$ cat config.mk
export PLATFORM = sky130hd
export DESIGN_NAME = program_counter_flat
export DESIGN_NICKNAME = d
export VERILOG_FILES = /design/src/rtl/pc_pkg.sv /design/src/rtl/program_counter_if.sv /design/src/rtl/program_counter_return_stack.sv /design/src/rtl/program_counter.sv /design/src/flat_wrapper.sv
export SDC_FILE = /design/constraint.sdc
export NUM_CORES = 1
export LEC_CHECK = 0
export CORE_MARGIN = 2
export CORE_UTILIZATION = 23
export CTS_CLUSTER_SIZE = 25
export DETAILED_ROUTE_END_ITERATION = 8
export SYNTH_ARGS = -nofsm -noshare
export SYNTH_HDL_FRONTEND = slang
export SYNTH_HIERARCHICAL = 1
export SYNTH_SLANG_ARGS = --single-unit
$ cat constraint.sdc
create_clock -name clock -period 3.8 [get_ports clock]
set_input_delay 1.14 -clock clock [delete_from_list [all_inputs] [get_ports clock]]
set_output_delay 1.14 -clock clock [all_outputs]
set_load 0.03 [all_outputs]
$ cat src/rtl/pc_pkg.sv
// Purpose : shared types and constants for the program counter block.
// Latency : n/a (declarations only).
// Backpressure: n/a.
package pc_pkg;

    localparam int PC_W            = 8;
    localparam int DEF_MEM_DEPTH   = 66;
    localparam int DEF_STACK_DEPTH = 4;

    typedef logic [PC_W-1:0] pc_t;

    typedef enum logic {
        ST_RUN  = 1'b0,
        ST_HALT = 1'b1
    } state_e;

    // Winning request in RUN, highest priority last in this list.
    typedef enum logic [2:0] {
        SEL_INC    = 3'd0,
        SEL_BRANCH = 3'd1,
        SEL_JUMP   = 3'd2,
        SEL_CALL   = 3'd3,
        SEL_RET    = 3'd4,
        SEL_HALT   = 3'd5
    } sel_e;

    // True when an address lies inside program memory.
    function automatic logic in_range(input pc_t a, input int depth);
        return ({{(32-PC_W){1'b0}}, a} < 32'(depth));
    endfunction

endpackage

$ cat src/rtl/program_counter_if.sv
// Purpose : request/status bundle between sequencer and program counter.
// Latency : n/a (wires only).
// Backpressure: none; requests are sampled every cycle.
// Ports   : master drives requests and reads PC/status; slave is the PC block.
interface program_counter_if;
    import pc_pkg::*;

    logic halt_req;
    logic resume;
    logic jump;
    pc_t  jump_addr;
    logic branch;
    logic branch_cond;
    pc_t  branch_off;
    logic call;
    logic ret;
    pc_t  PC;
    logic halted;
    logic stack_err;
    logic addr_err;

    modport master (
        output halt_req, resume, jump, jump_addr, branch, branch_cond,
               branch_off, call, ret,
        input  PC, halted, stack_err, addr_err
    );

    modport slave (
        input  halt_req, resume, jump, jump_addr, branch, branch_cond,
               branch_off, call, ret,
        output PC, halted, stack_err, addr_err
    );
endinterface

$ cat src/rtl/program_counter_return_stack.sv
// Purpose : small LIFO of return addresses for call/ret.
// Latency : push/pop take effect on the posedge; top_o is combinational from sp.
// Backpressure: none; push when full / pop when empty are ignored (caller flags them).
// Ports   : clock, reset (async active-low), push_i/pop_i/din_i in; full_o/empty_o/top_o out.
module return_stack #(
    parameter int DEPTH = 4,
    parameter int W     = 8
) (
    input  logic         clock,
    input  logic         reset,
    input  logic         push_i,
    input  logic         pop_i,
    input  logic [W-1:0] din_i,
    output logic         full_o,
    output logic         empty_o,
    output logic [W-1:0] top_o
);
    localparam int SPW  = $clog2(DEPTH + 1);
    localparam int IDXW = (DEPTH > 1) ? $clog2(DEPTH) : 1;

    logic [SPW-1:0] sp_q, sp_d;
    logic [SPW-1:0] sp_m1;
    logic [W-1:0]   mem_q [DEPTH];

    assign sp_m1   = sp_q - SPW'(1);
    assign full_o  = (sp_q == SPW'(DEPTH));
    assign empty_o = (sp_q == '0);
    assign top_o   = mem_q[sp_m1[IDXW-1:0]];

    always_comb begin
        sp_d = sp_q;
        if (push_i && !full_o) begin
            sp_d = sp_q + SPW'(1);
        end else if (pop_i && !empty_o) begin
            sp_d = sp_m1;
        end
    end

    always_ff @(posedge clock or negedge reset) begin
        if (!reset) begin
            sp_q <= '0;
        end else begin
            sp_q <= sp_d;
        end
    end

    // Entry contents need no reset: only slots below sp are ever read.
    always_ff @(posedge clock) begin
        if (push_i && !full_o) begin
            mem_q[sp_q[IDXW-1:0]] <= din_i;
        end
    end
endmodule

$ cat src/rtl/program_counter.sv
// Purpose : fetch-side PC sequencer with jump/branch/call/ret, halt mode and sticky faults.
// Latency : requests sampled at posedge N, new PC visible right after it (memory reads at negedge N).
// Backpressure: none; HALT freezes PC and ignores flow requests until resume.
// Ports   : clock, reset (async active-low), bus (program_counter_if.slave).
module program_counter
    import pc_pkg::*;
#(
    parameter int MEM_DEPTH   = DEF_MEM_DEPTH,
    parameter int RESET_ADDR  = 0,
    parameter int STACK_DEPTH = DEF_STACK_DEPTH
) (
    input  logic               clock,
    input  logic               reset,
    program_counter_if.slave   bus
);
    state_e state_q, state_d;
    pc_t    pc_q, pc_d;
    logic   stack_err_q, stack_err_d;
    logic   addr_err_q, addr_err_d;

    sel_e   sel;
    pc_t    cand;
    logic   cand_ok;
    logic   push, pop;
    logic   stk_full, stk_empty;
    pc_t    stk_top;
    pc_t    pc_inc;

    assign pc_inc = pc_q + 8'd1;

    return_stack #(
        .DEPTH (STACK_DEPTH),
        .W     (PC_W)
    ) u_stack (
        .clock   (clock),
        .reset   (reset),
        .push_i  (push),
        .pop_i   (pop),
        .din_i   (pc_inc),
        .full_o  (stk_full),
        .empty_o (stk_empty),
        .top_o   (stk_top)
    );

    // Priority decode and candidate next PC, independent of state.
    always_comb begin
        sel = SEL_INC;
        if (bus.halt_req)                        sel = SEL_HALT;
        else if (bus.ret)                        sel = SEL_RET;
        else if (bus.call)                       sel = SEL_CALL;
        else if (bus.jump)                       sel = SEL_JUMP;
        else if (bus.branch && bus.branch_cond)  sel = SEL_BRANCH;

        case (sel)
            SEL_RET:             cand = stk_top;
            SEL_CALL, SEL_JUMP:  cand = bus.jump_addr;
            SEL_BRANCH:          cand = pc_inc + bus.branch_off;
            default:             cand = pc_inc;
        endcase
        cand_ok = in_range(cand, MEM_DEPTH);
    end

    always_comb begin
        state_d     = state_q;
        pc_d        = pc_q;
        stack_err_d = stack_err_q;
        addr_err_d  = addr_err_q;
        push        = 1'b0;
        pop         = 1'b0;

        case (state_q)
            ST_RUN: begin
                case (sel)
                    SEL_HALT: state_d = ST_HALT;
                    SEL_RET: begin
                        if (stk_empty) begin
                            stack_err_d = 1'b1;
                            state_d     = ST_HALT;
                        end else if (!cand_ok) begin
                            addr_err_d = 1'b1;
                            state_d    = ST_HALT;
                        end else begin
                            pc_d = cand;
                            pop  = 1'b1;
                        end
                    end
                    SEL_CALL: begin
                        // Stack is only touched when the call actually lands.
                        if (stk_full) begin
                            stack_err_d = 1'b1;
                            state_d     = ST_HALT;
                        end else if (!cand_ok) begin
                            addr_err_d = 1'b1;
                            state_d    = ST_HALT;
                        end else begin
                            pc_d = cand;
                            push = 1'b1;
                        end
                    end
                    default: begin
                        // Incrementing past the last word faults; no wrap to 0.
                        if (!cand_ok) begin
                            addr_err_d = 1'b1;
                            state_d    = ST_HALT;
                        end else begin
                            pc_d = cand;
                        end
                    end
                endcase
            end
            ST_HALT: begin
                // Leaving HALT does not advance PC on that same edge.
                if (bus.resume && !bus.halt_req) begin
                    state_d = ST_RUN;
                end
            end
            default: state_d = ST_RUN;
        endcase
    end

    always_ff @(posedge clock or negedge reset) begin
        if (!reset) begin
            state_q     <= ST_RUN;
            pc_q        <= PC_W'(RESET_ADDR);
            stack_err_q <= 1'b0;
            addr_err_q  <= 1'b0;
        end else begin
            state_q     <= state_d;
            pc_q        <= pc_d;
            stack_err_q <= stack_err_d;
            addr_err_q  <= addr_err_d;
        end
    end

    assign bus.PC        = pc_q;
    assign bus.halted    = (state_q == ST_HALT);
    assign bus.stack_err = stack_err_q;
    assign bus.addr_err  = addr_err_q;
endmodule

$ cat src/flat_wrapper.sv
// flat-port wrapper written by rule: the top's interface ports become plain ports
module program_counter_flat import pc_pkg::*;
#(
    parameter int MEM_DEPTH   = DEF_MEM_DEPTH,
    parameter int RESET_ADDR  = 0,
    parameter int STACK_DEPTH = DEF_STACK_DEPTH
)
  (clock, reset, bus_halt_req, bus_resume, bus_jump, bus_jump_addr, bus_branch, bus_branch_cond, bus_branch_off, bus_call, bus_ret, bus_PC, bus_halted, bus_stack_err, bus_addr_err);
  program_counter_if bus_i ();
  input  logic clock;
  input  logic reset;
  input wire logic [$bits(bus_i.halt_req)-1:0] bus_halt_req;
  input wire logic [$bits(bus_i.resume)-1:0] bus_resume;
  input wire logic [$bits(bus_i.jump)-1:0] bus_jump;
  input wire logic [$bits(bus_i.jump_addr)-1:0] bus_jump_addr;
  input wire logic [$bits(bus_i.branch)-1:0] bus_branch;
  input wire logic [$bits(bus_i.branch_cond)-1:0] bus_branch_cond;
  input wire logic [$bits(bus_i.branch_off)-1:0] bus_branch_off;
  input wire logic [$bits(bus_i.call)-1:0] bus_call;
  input wire logic [$bits(bus_i.ret)-1:0] bus_ret;
  output wire logic [$bits(bus_i.PC)-1:0] bus_PC;
  output wire logic [$bits(bus_i.halted)-1:0] bus_halted;
  output wire logic [$bits(bus_i.stack_err)-1:0] bus_stack_err;
  output wire logic [$bits(bus_i.addr_err)-1:0] bus_addr_err;
  assign bus_i.halt_req = bus_halt_req;
  assign bus_i.resume = bus_resume;
  assign bus_i.jump = bus_jump;
  assign bus_i.jump_addr = bus_jump_addr;
  assign bus_i.branch = bus_branch;
  assign bus_i.branch_cond = bus_branch_cond;
  assign bus_i.branch_off = bus_branch_off;
  assign bus_i.call = bus_call;
  assign bus_i.ret = bus_ret;
  assign bus_PC = bus_i.PC;
  assign bus_halted = bus_i.halted;
  assign bus_stack_err = bus_i.stack_err;
  assign bus_addr_err = bus_i.addr_err;
  program_counter #(.MEM_DEPTH(MEM_DEPTH), .RESET_ADDR(RESET_ADDR), .STACK_DEPTH(STACK_DEPTH)) u_core (.clock(clock), .reset(reset), .bus(bus_i));
endmodule
==> impl_results.md <==
- Outcome: completed
- Antenna cell count: 0
- Ranking of synthesized cells by area: edfxtp_1, dfrtp_1, mux4_2
- Met3 Usage GRT: 2.04%
- # setup viols final: 0
- Busiest metal layer after global routing: met2
- Most frequent cells after synthesis: edfxtp_1, nand2_1, dfrtp_1, ha_1, inv_1
- Post-DP HPWL: 5.93 mm
- Top_reg_cell synth: edfxtp_1
- Pre-Repair DR Iteration Count: 6
- Tmin final: 3680 ps
- Clock Tree Buf Depth: 2
- Sinks on Clock Net: 46
- FILL cells: 1127
- Initial antenna violation count: 0
- Critical Path Start Type: primary input
- H-tree depth: 2
- Die area: 12800 um^2
- Initial core utilization: 23.8%
- Overflow after GRT: 0
- # hold bufs at CTS: 0
- Final cell count without fillers: 471
- Top cell type's share of synthesized area: 35.1%
- Core ar.: 11500 um^2
- Worst Tran Pin Value: 692 ps
- Max Cap Viol: 0
- Fin. max-slew vios: 0
- Routed wire length: 7.72 mm
- Clock tree from TritonCTS: yes
- Post-synth top area cell: edfxtp_1
- Clock Latency Late Sink: 280 ps
- Leak: 0.00159 uW
- Mapped Cells: 230
- Vias/cell: 4.65
- Routed wire length per instance: 16.4 um
- Synthesized flop and latch total: 46
- Die X: 113 um
- Hold WS: 486 ps
- Vias post-DR: 2190
- DRC: 0
- Post-synthesis async set-or-reset flop share: 30.4%
- EDFF count, synth: 32
- Gpl congestion: 0.827
- Total CTS buffers: 5
- Antenna-violating nets left: 0
- YS warnings: 6
- GRT Total Usage: 12.3%
- Vias in the first global route: 2294
- NumNets Final: 367
- Layout cells sized above 1: 39.6%
- Worst rel slew slack: 53.8%
- First-pass GRT wire length: 12.0 mm
- Layout area overhead: 47.5%
- CP Data Required Time: 3790 ps
- Clk root buf: clkbuf_16
- Starting DRT DRC Count: 121
- Worst clock skew: 5.46 ps
- Met2 Use GR: 21.0%
- Inst Count DP: 447
- Largest net degree at the start of global routing: 16
- Most common cell in the netlist: edfxtp_1
- Final period util: 96.8%
- Hold Crit Class: reg -> reg
- I/O Pins: 36
- PortBufs: 35
- Pwr/cell area: 695 nW/um^2
- Worst setup path class: in -> reg
- Seq/Total Area, Yosys: 47.9%
- CP max FO: 8
- Final hold vios: 0
- Worst-path clk slew: 70 ps
- CP Capture Type: flop
- Crit path DAT: 3670 ps
- Syn nets: 270
- Syn_area_per_cell: 11.9 um^2
- Post-Syn Area: 2740 um^2
- Peak VDD IR: 0.358 mV
- Number of cell rows: 39
- Distinct cells, synth: 58
- Maximum clock rate: 0.272 GHz
- Met1 GRT Util: 16.6%
- Die Height: 113 um
[stage by stage]
step | power [uW] | TNS [ps] | worst slack (ps) | utilization [%] | area [um^2]
finish | 2810 | 0 | 120 | 35.1 | 4040
global route | 3010 | -566 | -29.5 | 35.1 | 4040
CTS | 2720 | 0 | 5.82 | 33.8 | 3890
detailed placement | 2150 | -19400 | -577 | 31.2 | 3590
global placement | 2140 | -18190 | -525 | 31.2 | 3590
floorplan | 1550 | 0 | 24.7 | - | 2770
[cells in the final DEF, fill, tap and decap left out, drive strengths merged, types with 3 or more instances in the layout]
master         count
nor2b              7
nand4              3
dlymetal6s2s       7
a211oi             4
nand2             16
and2               6
buf               64
a21o               4
or3                4
xor2               4
edfxtp            32
dfrtp             14
mux4               8
nor2              12
inv               14
nand3b             3
xnor2              5
mux2i              3
or2                5
clkdlybuf4s50     23
o21a               3
a21oi              7
o221ai             3
clkbuf             7
a22oi              5
ha                14
o21ai              9
nand3              6
[area by class of cell]
cell class	instances	area, um^2	share of cell area, %
multi-input combinational	161	1510	37.3
sequential	46	1320	32.6
timing repair buffer	99	840	20.8
tap	143	179	4.43
clock buffer	5	125	3.10
inverter	14	52.6	1.30
clock inverter	3	21.3	0.526
[critical path: stages]
cell,delay [ps]
dlygate4sd2_1,270
ha_4,230
buf_4,140
a21oi_2,140
xnor2_1,90
a222oi_1,410
nand4_1,230
a211oi_2,300
and3_1,210
a21boi_4,250
and2_4,250
[report_power, final]
group | switching (uW) | internal, uW | total (uW) | leakage [uW]
Clock | 189 | 244 | 433 | 0.0000698
Sequential | 77.3 | 660 | 737 | 0.000447
Combinational | 810 | 827 | 1640 | 0.00108
[cells by family (layout without fill, tap and decap cells)]
family                   count (synthesis)  after routing  share of synthesized area (%)
AO/OA/AOI/OAI                           53             53                           15.4
XOR/XNOR                                 9              9                           2.88
adder cells (fa/ha/maj)                 15             15                           7.13
buffers and inverters                   23            121                           4.20
flip-flops                              46             46                           47.9
multiplexers                            12             12                           8.22
AND/OR/NAND/NOR                         72             72                           14.3
[routing by layer]
metal	up-vias	share of wire [%]
met5	-	0
met4	0	0.52
met3	6	2.9
met2	34	50
met1	1092	46
li1	1058	-
[sequential cells by signal (all words and copies together), names as in the netlist]
signal / cells
u_core/u_stack/mem_q: 32
u_core/bus.PC: 8
u_core/u_stack/sp_q: 3
u_core/bus.addr_err: 1
u_core/bus.halted: 1
u_core/bus.stack_err: 1
[repair_timing]
action,in CTS,in global routing
pin swaps,18,20
setup buffers,11,5
gates resized for setup,21,33
endpoints found under the setup margin,35,39
[path summary, 6_finish.rpt]
| kind | from | end | slack, ps | cells after the start |
|---|---|---|---|---|
| min in group asynchronous | reset | u_core/bus.PC[6] | 1270 | 1 |
| hold reg to reg | u_core/bus.stack_err | u_core/bus.stack_err | 490 | 1 |
| hold / removal | u_core/bus.stack_err | u_core/bus.stack_err | 490 | 1 |
| max in group asynchronous | reset | u_core/bus.PC[1] | 2040 | 1 |
| setup / recovery | bus_branch_off[2] | u_core/u_stack/mem_q[0][0] | 120 | 11 |
| setup reg to reg | u_core/bus.PC[0] | u_core/u_stack/mem_q[0][0] | 240 | 13 |
No activity file was read; power rests on OpenSTA's default activity.
